--- src/rtl/seq_divider.sv ---
// seq_divider: multi-cycle signed integer divider, one restoring step per clock.
// Quotient truncates toward zero; a divide-by-zero raises data_exception.
// Optional build macro DIV_OVF_TRAP_EN: when defined, INT_MIN / -1 is caught at
// start and reported like a divide by zero instead of wrapping to INT_MIN.
module seq_divider #(
    parameter int WIDTH = 32
) (
    input  logic             clock,
    input  logic             reset_n,
    input  logic             ctrl_div,
    input  logic [WIDTH-1:0] data_operandA,
    input  logic [WIDTH-1:0] data_operandB,
    input  logic             divisor_is_zero,
    output logic [WIDTH-1:0] data_result,
    output logic             data_exception,
    output logic             data_resultRDY,
    output logic             busy
);

    localparam int CW = $clog2(WIDTH);
    localparam logic [CW-1:0] LAST_STEP = CW'(WIDTH - 1);

    typedef enum logic [1:0] {
        IDLE = 2'd0,
        RUN  = 2'd1,
        DONE = 2'd2
    } state_t;

    state_t           state_reg;
    logic [CW-1:0]    count_reg;
    logic [WIDTH:0]   rem_reg;     // partial remainder, one bit wider than the operands
    logic [WIDTH-1:0] quo_reg;     // holds |A| at start, shifts into the quotient
    logic [WIDTH-1:0] dvsr_reg;    // |B|
    logic             neg_reg;     // quotient must be negated at the end
    logic             exc_reg;     // operation ends in an exception

    logic [WIDTH-1:0] mag_a;
    logic [WIDTH-1:0] mag_b;
    logic             start_exc;
    logic [WIDTH+1:0] rem_shift;
    logic [WIDTH+1:0] trial;
    logic [WIDTH-1:0] quo_final;

    // Operand magnitudes, exception detection and the restoring-step datapath.
    // Negating INT_MIN yields 0x80..0, which read as unsigned is its exact magnitude.
    always_comb begin
        mag_a     = data_operandA[WIDTH-1] ? -data_operandA : data_operandA;
        mag_b     = data_operandB[WIDTH-1] ? -data_operandB : data_operandB;
`ifdef DIV_OVF_TRAP_EN
        start_exc = divisor_is_zero |
                    ((data_operandA == {1'b1, {(WIDTH-1){1'b0}}}) &&
                     (data_operandB == {WIDTH{1'b1}}));
`else
        start_exc = divisor_is_zero;
`endif
        // Shift the next dividend bit into the remainder and try subtracting |B|;
        // a set top bit of the trial means the subtraction must be undone.
        rem_shift = {rem_reg, quo_reg[WIDTH-1]};
        trial     = rem_shift - {2'b00, dvsr_reg};
        quo_final = neg_reg ? -quo_reg : quo_reg;
    end

    // Control FSM and datapath registers; a start request overrides every state.
    always_ff @(posedge clock or negedge reset_n) begin
        if (!reset_n) begin
            state_reg      <= IDLE;
            count_reg      <= '0;
            rem_reg        <= '0;
            quo_reg        <= '0;
            dvsr_reg       <= '0;
            neg_reg        <= 1'b0;
            exc_reg        <= 1'b0;
            data_result    <= '0;
            data_exception <= 1'b0;
            data_resultRDY <= 1'b0;
            busy           <= 1'b0;
        end else begin
            data_resultRDY <= 1'b0;
            if (ctrl_div) begin
                rem_reg   <= '0;
                quo_reg   <= mag_a;
                dvsr_reg  <= mag_b;
                neg_reg   <= data_operandA[WIDTH-1] ^ data_operandB[WIDTH-1];
                exc_reg   <= start_exc;
                count_reg <= '0;
                busy      <= 1'b1;
                state_reg <= start_exc ? DONE : RUN;
            end else begin
                case (state_reg)
                    RUN: begin
                        if (trial[WIDTH+1]) begin
                            rem_reg <= rem_shift[WIDTH:0];
                        end else begin
                            rem_reg <= trial[WIDTH:0];
                        end
                        quo_reg   <= {quo_reg[WIDTH-2:0], ~trial[WIDTH+1]};
                        count_reg <= count_reg + CW'(1);
                        if (count_reg == LAST_STEP) begin
                            state_reg <= DONE;
                        end
                    end
                    DONE: begin
                        data_resultRDY <= 1'b1;
                        data_result    <= exc_reg ? '0 : quo_final;
                        data_exception <= exc_reg;
                        busy           <= 1'b0;
                        state_reg      <= IDLE;
                    end
                    default: begin
                        busy      <= 1'b0;
                        state_reg <= IDLE;
                    end
                endcase
            end
        end
    end

endmodule

--- config.mk ---
export PLATFORM = sky130hd
export DESIGN_NAME = seq_divider
export DESIGN_NICKNAME = d
export VERILOG_FILES = /design/src/rtl/seq_divider.sv
export SDC_FILE = /design/constraint.sdc
export NUM_CORES = 1
export LEC_CHECK = 0
export ABC_AREA = 1
export BUFFER_PORTS_ARGS = -buffer_cell sky130_fd_sc_hd__clkbuf_2
export CORE_ASPECT_RATIO = 1.25
export CORE_MARGIN = 1
export CORE_UTILIZATION = 63
export CTS_BUF_LIST = sky130_fd_sc_hd__clkbuf_8
export CTS_CLUSTER_SIZE = 28
export DETAILED_ROUTE_END_ITERATION = 7
export GPL_TIMING_DRIVEN = 0
export PLACE_DENSITY = 0.84
export SLEW_MARGIN = 30
export SYNTH_ARGS = -nofsm -noshare
export SYNTH_HDL_FRONTEND = slang
export SYNTH_SLANG_ARGS = --single-unit
--- constraint.sdc ---
create_clock -name clock -period 5.13 [get_ports clock]
set_clock_uncertainty 0.1 [all_clocks]
set_input_delay 0.2565 -clock clock [delete_from_list [all_inputs] [get_ports clock]]
set_output_delay 0.2565 -clock clock [all_outputs]
set_load 0.02 [all_outputs]
# [Word level (Yosys, flattened, before mapping)]
# Cells that the tools add are included.
# W data, S select, Z words.
[word_totals] regBits=141 output_inout_bits=35 mem_bits_rw=0 inputBits=68 memories=0 latchBits=0 romBits=0
[op_classes] n_bitwise=3 n_shift=0 eq_ne=5 n_reduce_logical=2 div=0 mux=19 magnitude_cmp=0 mul=0 addsub=5
[ops] op="$mux W32" n=6
[ops] op="$mux W33" n=3
[ops] op="$neg A32 Y32" n=3
[ops] op="$sub A34 B32 Y34" n=1
[ops] op="$mux W5" n=2
[ops] op="$mux W2" n=4
[ops] op="$add A5 B1 Y5 const B" n=1
[ops] op="$eq A5 B5 Y1 const B" n=1
[ops] op="$mux W1" n=4
[ops] op="$ne A3 B3 Y1 const B" n=1
[ops] op="$eq A2 B1 Y1 const B" n=1
[ops] op="$eq A2 B2 Y1 const B" n=1
[ops] op="$ne A2 B2 Y1 const B" n=1
[ops] op="$not A1 Y1" n=2
[ops] op="$reduce_and A2 Y1" n=1
[ops] op="$reduce_bool A2 Y1" n=1
[ops] op="$xor A1 B1 Y1" n=1

# [Logic depth before layout (Yosys ltp)]
# Gate-level depths: netlist of the first run.
[depth] ltp_word=4 mapped_depth=18 depth_no_buf=18

# [Least setup slack after synthesis of the first run]
# No wires, ideal clock.
[synth_path] path_kind="register to register" startpoint="register rem_reg[25]" endpoint="register rem_reg[10]" synth_period_minus_slack_ps=2135 slack_ps=2995 path_stages_with_launch=13 n_path_buf=1 arrival_time_ps=1918 required_time_ps=4913 cell_sequence="dfrtp_1 -> ha_1 -> a21oi_2 -> nor2_1 -> o21ai_0 -> nand2_1 -> a21oi_4 -> nand3_2 -> nand2_4 -> buf_6 -> nand2_1 -> nand3_1 -> nand2_1"
[synth_via] elab_chain_len=4
[synth_lines] element="from (decl)" line_no="31" rtl="logic [WIDTH:0] rem_reg;"
[synth_lines] element="from (signal assigned)" line_no="92" rtl="rem_reg <= rem_shift[WIDTH:0];"
[synth_lines] element="from (signal assigned)" line_no="94" rtl="rem_reg <= trial[WIDTH:0];"
[synth_lines] element="$sub A34 B32 Y34" line_no="59" rtl="trial = rem_shift - {2'b00, dvsr_reg};"
[synth_lines] element="$mux W33" line_no="91" rtl="if (trial[WIDTH+1]) begin"
[synth_lines] element="$mux W33" line_no="89" rtl="case (state_reg)"
[synth_lines] element="$mux W33" line_no="79" rtl="if (ctrl_div) begin"
# No other way between the ends. The select of a mux whose other input is x is not followed.
# A chain may end at the register's enable or synchronous reset.

# [Final worst setup path of the first run]
[layout_path] startpoint="register quo_reg[31]" endpoint="register rem_reg[32]"
[layout_via] elab_chain_len=4
[layout_lines] element="from (decl)" line_no="32" rtl="logic [WIDTH-1:0] quo_reg;"
[layout_lines] element="from (signal assigned)" line_no="81" rtl="quo_reg <= mag_a;"
[layout_lines] element="from (signal assigned)" line_no="96" rtl="quo_reg <= {quo_reg[WIDTH-2:0], ~trial[WIDTH+1]};"
[layout_lines] element="$sub A34 B32 Y34" line_no="59"
[layout_lines] element="$mux W33" line_no="91"
[layout_lines] element="$mux W33" line_no="89"
[layout_lines] element="$mux W33" line_no="79"
# No other way between the ends. The select of a mux whose other input is x is not followed.

==> reports/results.tsv, run 1 <==
metric	value	unit
GRT Residual Overflow	0	
Syn Nets	1844	
maxcap violations	0	
Max IR drop VDD	0.229	mV
DRC	0	
fillcell total	1476	
Worst slew margin	49.9	%
share of cells above drive strength 1	9.81	%
Most used DFF post-synth	dfrtp_1	
DP Worst Slack	2.38	ns
final cell count without fillers	2096	
FF/Latch Area	0.00353	mm2
Rows	53	
Crit path arrival time	3.18	ns
Ys Warns	0	
# port buffers	101	
ant diodes	0	
Worst R2R Start	quo_reg[31]$_DFFE_PN0P_	
Reg2Reg Capture Point	rem_reg[32]$_DFFE_PN0P_	
Die Span Y	150	um
minimum clock period	2.93	ns
Tot Pwr	3.18	mW
WL final	36900	um
Worst Path Max Fanout	4	
P_int	1.93	mW
RSZ-0062 raised after global routing	false	
synth top area cells	dfrtp_1 32%, nand2_1 19%, inv_1 10%	
die area	0.0182	mm2
Slowest-stage cell, CP	dfrtp_1	
max FFs per register	33	
Vias/cell	5.76	
Layout Nets	1971	
Post-synth EDFFs	0	
largest net degree at the start of global routing	52	
Initial Util	65.2	%
post-CTS resize count	0	
Worst Hold Class	in2reg	
clk root buf	clkbuf_8	
CP Buf/Inv Count	2	
vias	12081	
vias in the first global route	11456	
CP Class	reg2reg	
final core occ	72.6	%
Power Density	257	mW/mm2
dpl hpwl	29200	um
GRT Overall Usage	41.4	%
Clock Power Share	27.8	%
Critical Path End Type	register	
post-CTS setup buffers	0	
Worst-Margin Slew	0.746	ns
crit-path max cell delay	0.53	ns
#FFs+latches synth	141	
hold bufs inserted after CTS	5	
TritonCTS clock tree	built	
area share of the largest cell type after synthesis	31.8	%
LEAKAGE	6.90	nW
Logic pwr share	29.3	%
CTS Buffer Depth	2	
post-synthesis sequential area ratio	31.8	%
Core Box Area	0.0170	mm2
Fin Setup TNS	0	ns
FFs w/ async S/R, synth	100	%
Worst-path clk slew	0.08	ns
layout overhead on the synthesized area	11.4	%
Syn Area/Cell	6.39	um2
critical path's most frequent cell	nand2_1	
CTS sink cnt	141	
Worst EP required	5.38	ns
hold path start	data_operandB[30]	
Hold Violations, Final	0	
hold worst-path end	dvsr_reg[31]$_DFFE_PN0P_	
reg2reg setup slack	2.20	ns
DRT Pass-1 Iters	5	
ratio of final minimum period to clock period	57.1	%
switching portion of total power	39.3	%
First DRT Iteration DRCs	1002	
Mapped Cells	1738	
initial antenna violation count	0	
number of placed instances, taps included	2061	
outcome	finished clean	
cell family with most CP delay	simple AND/OR/NAND/NOR gates	
Syn Std Cell Area	0.0111	mm2
CTS H-tree lvls	4	
final setup fails	0	
Slew Viols, Final	0	
Reg2Reg Depth	17	
area of the multi-input gates	0.00623	mm2
IO Count	103	
Clk Latency, worst-skew pair	0.47	ns
Die X-Extent	121	um
crit path launch type	register	
Placer Congestion	1.00	
fmax	0.341	GHz
critical-path cell list	inv_1, ha_1, fa_1, inv_1, nand2_1, nand2_1, nand3_1, nand2_1, nand3_1, nand2_1, nand2_1, nand2_1, nand2_1, nand2_1, nand2_1, nand3_1, nand2_1	
sequential share of power	42.9	%
first-pass GRT wire length	56400	um
Synth area leader	dfrtp_1	
Netlist cell types	50	
Routed wire per std cell	17.6	um
Switch Pwr	1.25	mW
hold depth	3	
post-route antenna net violation count	0	
final worst-path setup slack	2.20	ns
CTS Buf Count	17	
[worst register-to-register path: stages (launching register included)]
cell     delay [ns]
dfrtp_1        0.53
inv_1          0.16
ha_1           0.26
fa_1           0.42
inv_1          0.16
nand2_1        0.07
nand2_1        0.07
nand3_1        0.07
nand2_1        0.17
nand3_1        0.10
nand2_1        0.20
nand2_1        0.13
nand2_1        0.08
nand2_1        0.04
nand2_1        0.05
nand2_1        0.05
nand3_1        0.10
nand2_1        0.07
[cell type report]
type,instances,area share (%)
flip-flops and latches,141,28.5
plain buffers,48,1.74
repair buffers,108,5.01
clock inverters,13,1.07
well taps,220,2.23
inverters,302,9.16
multi-input cells,1247,50.4
clock buffers,17,1.89
[through the flow]
step                area [um2]  hold WS (ns)
floorplan                11100        -0.139
global placement         11900         0.365
detailed placement       12000         0.107
CTS                      12400       0.00287
global route             12400       0.00394
finish                   12400       0.00361
[layer usage]
metal	GRT usage [%]	part of all wire, %	vias to the layer above
met4	31.0	7.9	0
met2	76.2	51	552
met1	42.4	35	5579
met3	5.95	5.8	178
li1	-	-	5772
met5	0	0	-
[worst max-delay path by stage]
stage          slack, ns                 endpoint               startpoint  depth (start not counted)
2_1_floorplan       2.99  rem_reg[10]$_DFFE_PN0P_  rem_reg[25]$_DFFE_PN0P_                         12
3_3_place_gp        1.40  rem_reg[26]$_DFFE_PN0P_                  reset_n                          1
3_5_place_dp        2.38  rem_reg[32]$_DFFE_PN0P_  quo_reg[31]$_DFFE_PN0P_                         17
4_1_cts             2.36  rem_reg[32]$_DFFE_PN0P_  quo_reg[31]$_DFFE_PN0P_                         17
5_1_grt             2.04  rem_reg[32]$_DFFE_PN0P_  quo_reg[31]$_DFFE_PN0P_                         17
6_report            2.20  rem_reg[32]$_DFFE_PN0P_  quo_reg[31]$_DFFE_PN0P_                         17
[kinds of logic (layout without fill, tap and decap cells)]
kind of cell,count (synthesis),count (layout),share of synthesized area (%)
xor+xnor,45,45,3.55
compound gates,218,218,11.7
fa+ha+maj,38,38,4.35
flops,141,141,31.8
buf+inv,350,488,12.1
simple gates,946,946,36.5
[power groups by stage]
| stage | sequential, mW | clock [mW] | combinational, mW |
|---|---|---|---|
| after floorplan | 1.44 | 0 | 0.495 |
| after global placement | 1.37 | 0 | 0.882 |
| after detailed placement | 1.38 | 0 | 0.906 |
| after CTS | 1.36 | 0.874 | 0.915 |
| after global routing | 1.37 | 0.920 | 1.02 |
| final | 1.36 | 0.885 | 0.932 |
[Yosys cell counts, types with 20 or more instances]
cell	number
nand3_1	170
o21ai_0	102
nor2_1	127
nand4_1	22
nor3_1	25
a21oi_1	44
dfrtp_1	141
xor2_1	28
inv_1	299
clkbuf_1	30
ha_1	37
nand2_1	557
o221ai_1	20
[layout by cell type (no fill, tap or decap), types with 4 or more instances in the layout]
cell / count
o21bai_1: 8
buf_1: 6
clkbuf_8: 18
nor4_1: 5
o21ai_0: 102
nand3_1: 170
o22ai_1: 7
ha_1: 37
nand2_4: 6
xor2_1: 28
clkbuf_2: 100
nand4_1: 22
nor2_2: 5
nor3_1: 25
clkinvlp_4: 4
buf_2: 7
a32o_1: 6
o221ai_1: 20
o211ai_1: 9
o21ai_1: 5
clkbuf_1: 30
inv_6: 5
inv_1: 299
dlygate4sd3_1: 5
nor2_1: 127
nand2_1: 557
xnor2_1: 17
dfrtp_1: 141
nand2_2: 6
or2_2: 7
a21oi_1: 44
No activity file was read; power rests on OpenSTA's default activity.
==> run 2, diff against run 1 <==
Clock period 5.13 ns to 2.85 ns, I/O delays scaled along.
==> reports/results.tsv, run 2 (synthesized netlist as in run 1, its figures left out) <==
metric	value	unit	change
outcome	complete, but fails checks		was finished clean
violated checks	hold timing		
sequential share of power	42.5	%	was 42.9%
final cell count without fillers	2135		was 2096
Routed wire per std cell	17.8	um	was 17.6 um
ant diodes	0		unchanged
fillcell total	1399		was 1476
Power Density	453	mW/mm2	was 257 mW/mm2
Die X-Extent	121	um	unchanged
hold depth	4		was 3
First DRT Iteration DRCs	1054		was 1002
RSZ-0062 raised after global routing	false		unchanged
Max IR drop VDD	0.413	mV	was 0.229 mV
Logic pwr share	29.9	%	was 29.3%
Layout Nets	2010		was 1971
Rows	53		unchanged
crit path launch type	register		unchanged
CTS Buffer Depth	2		unchanged
Fin Setup TNS	0	ns	unchanged
Reg2Reg Depth	17		unchanged
minimum clock period	2.68	ns	was 2.93 ns
Slew Viols, Final	0		unchanged
Vias/cell	5.87		was 5.76
Worst Path Max Fanout	4		unchanged
Placer Congestion	1.00		unchanged
# port buffers	101		unchanged
P_int	3.51	mW	was 1.93 mW
initial antenna violation count	0		unchanged
Final Instance Area	0.0128	mm2	was 0.0124 mm2
share of cells above drive strength 1	9.77	%	was 9.81%
clk root buf	clkbuf_8		unchanged
ratio of final minimum period to clock period	93.9	%	was 57.1%
DRC	0		unchanged
DRT Pass-1 Iters	6		was 5
CTS Buf Count	17		unchanged
Switch Pwr	2.27	mW	was 1.25 mW
post-route antenna net violation count	0		unchanged
Critical Path End Type	register		unchanged
CTS H-tree lvls	4		unchanged
Worst-Margin Slew	0.765	ns	was 0.746 ns
IO Count	103		unchanged
commonest non-fill, non-tap cell in the layout	nand2_1		unchanged
CTS sink cnt	141		unchanged
final core occ	75.0	%	was 72.6%
Clock Power Share	27.6	%	was 27.8%
WL final	38000	um	was 36900 um
Initial Util	65.2	%	unchanged
Worst slew margin	48.6	%	was 49.9%
Tot Pwr	5.78	mW	was 3.18 mW
vias	12537		was 12.1k
Core Box Area	0.0170	mm2	unchanged
commonest non-fill, non-tap cells in the layout	555 x nand2_1, 299 x inv_1, 170 x nand3_1		was 557 x nand2_1, 299 x inv_1, 170 x nand3_1
Worst Hold Class	in2reg		unchanged
Cell Area, Placed	0.0120	mm2	unchanged
Worst EP required	3.11	ns	was 5.38 ns
dpl hpwl	29200	um	unchanged
first-pass GRT wire length	58000	um	was 56400 um
vias in the first global route	11854		was 11.5k
max FFs per register	33		unchanged
GRT Residual Overflow	0		unchanged
Hold Violations, Final	2		was 0
largest net degree at the start of global routing	52		unchanged
post-CTS setup buffers	0		unchanged
final setup fails	0		unchanged
Worst-path clk slew	0.09	ns	was 0.08 ns
Clk Latency, worst-skew pair	0.47	ns	about the same
maxcap violations	0		unchanged
Crit path arrival time	2.94	ns	was 3.18 ns
GRT Overall Usage	42.5	%	was 41.4%
LEAKAGE	7.06	nW	was 6.90 nW
CP Class	reg2reg		unchanged
die area	0.0182	mm2	unchanged
switching portion of total power	39.3	%	about the same
reg2reg setup slack	0.17	ns	was 2.20 ns
fmax	0.374	GHz	was 0.341 GHz
layout overhead on the synthesized area	15.0	%	was 11.4%
TritonCTS clock tree	built		unchanged
Die Span Y	150	um	unchanged
number of placed instances, taps included	2061		unchanged
hold_ws	-0.0105	ns	was 0.00361 ns
-- run 2: power groups by stage --
stage                     sequential, mW  combinational (mW)  clock (mW)
after floorplan                     2.59               0.890           0
after global placement              2.47                1.59           0
after detailed placement            2.48                1.63           0
after CTS                           2.44                1.69        1.57
after global routing                2.47                1.89        1.66
final                               2.46                1.73        1.60
-- run 2: area by class of cell --
class	count	area [um2]	share of cell area, %
Sequential cell	141	3530	27.6
Buffer	48	215	1.68
Clock inverter	13	133	1.04
Clock buffer	17	234	1.83
Timing Repair Buffer	147	1010	7.90
Inverter	302	1130	8.87
Multi-Input combinational cell	1247	6240	48.9
Tap cell	220	275	2.15
-- run 2: critical path, stage by stage (launching register included) --
cell and delay (ns):
dfrtp_2 0.43, inv_1 0.11, ha_1 0.24, fa_1 0.42, inv_1 0.15, nand2_1 0.07, nand2_1 0.07, nand3_1 0.09
nand2_2 0.13, nand2_1 0.06, nand2_1 0.16, nand2_1 0.15, nand3_1 0.11, nand2_1 0.05, inv_1 0.04, nand2_1 0.05
nand3_1 0.09, nand2_1 0.05
-- run 2: worst paths after layout --
check                                         endpoint                         from
max reg2reg                    rem_reg[28]$_DFFE_PN0P_      quo_reg[31]$_DFFE_PN0P_
max                            rem_reg[28]$_DFFE_PN0P_      quo_reg[31]$_DFFE_PN0P_
min reg2reg                data_result[18]$_DFFE_PN0P_  data_result[18]$_DFFE_PN0P_
max in group asynchronous      rem_reg[23]$_DFFE_PN0P_                      reset_n
min in group asynchronous      quo_reg[19]$_DFFE_PN0P_                      reset_n
min                            quo_reg[31]$_DFFE_PN0P_            data_operandA[30]
-- run 2: layer usage --
metal	wire length [um]	GRT usage [%]
met1	13100	43.5
met2	19200	77.0
met3	2380	5.80
met4	3400	34.6
met5	0	0
-- run 2: repair_timing --
action,4_1_cts,5_1_grt
gates resized for setup,0,4
endpoints found under the hold margin,134,0
hold buffers,44,0
endpoints found under the setup margin,0,3
-- run 2: through the flow --
| step | worst slack (ns) | hold slack (ns) |
|---|---|---|
| after floorplan | 0.715 | -0.253 |
| after global placement | -0.770 | 0.316 |
| after detailed placement | 0.102 | -0.00741 |
| after CTS | 0.0810 | 0.000694 |
| after global routing | 0.0373 | 0.00673 |
| final | 0.174 | -0.0105 |
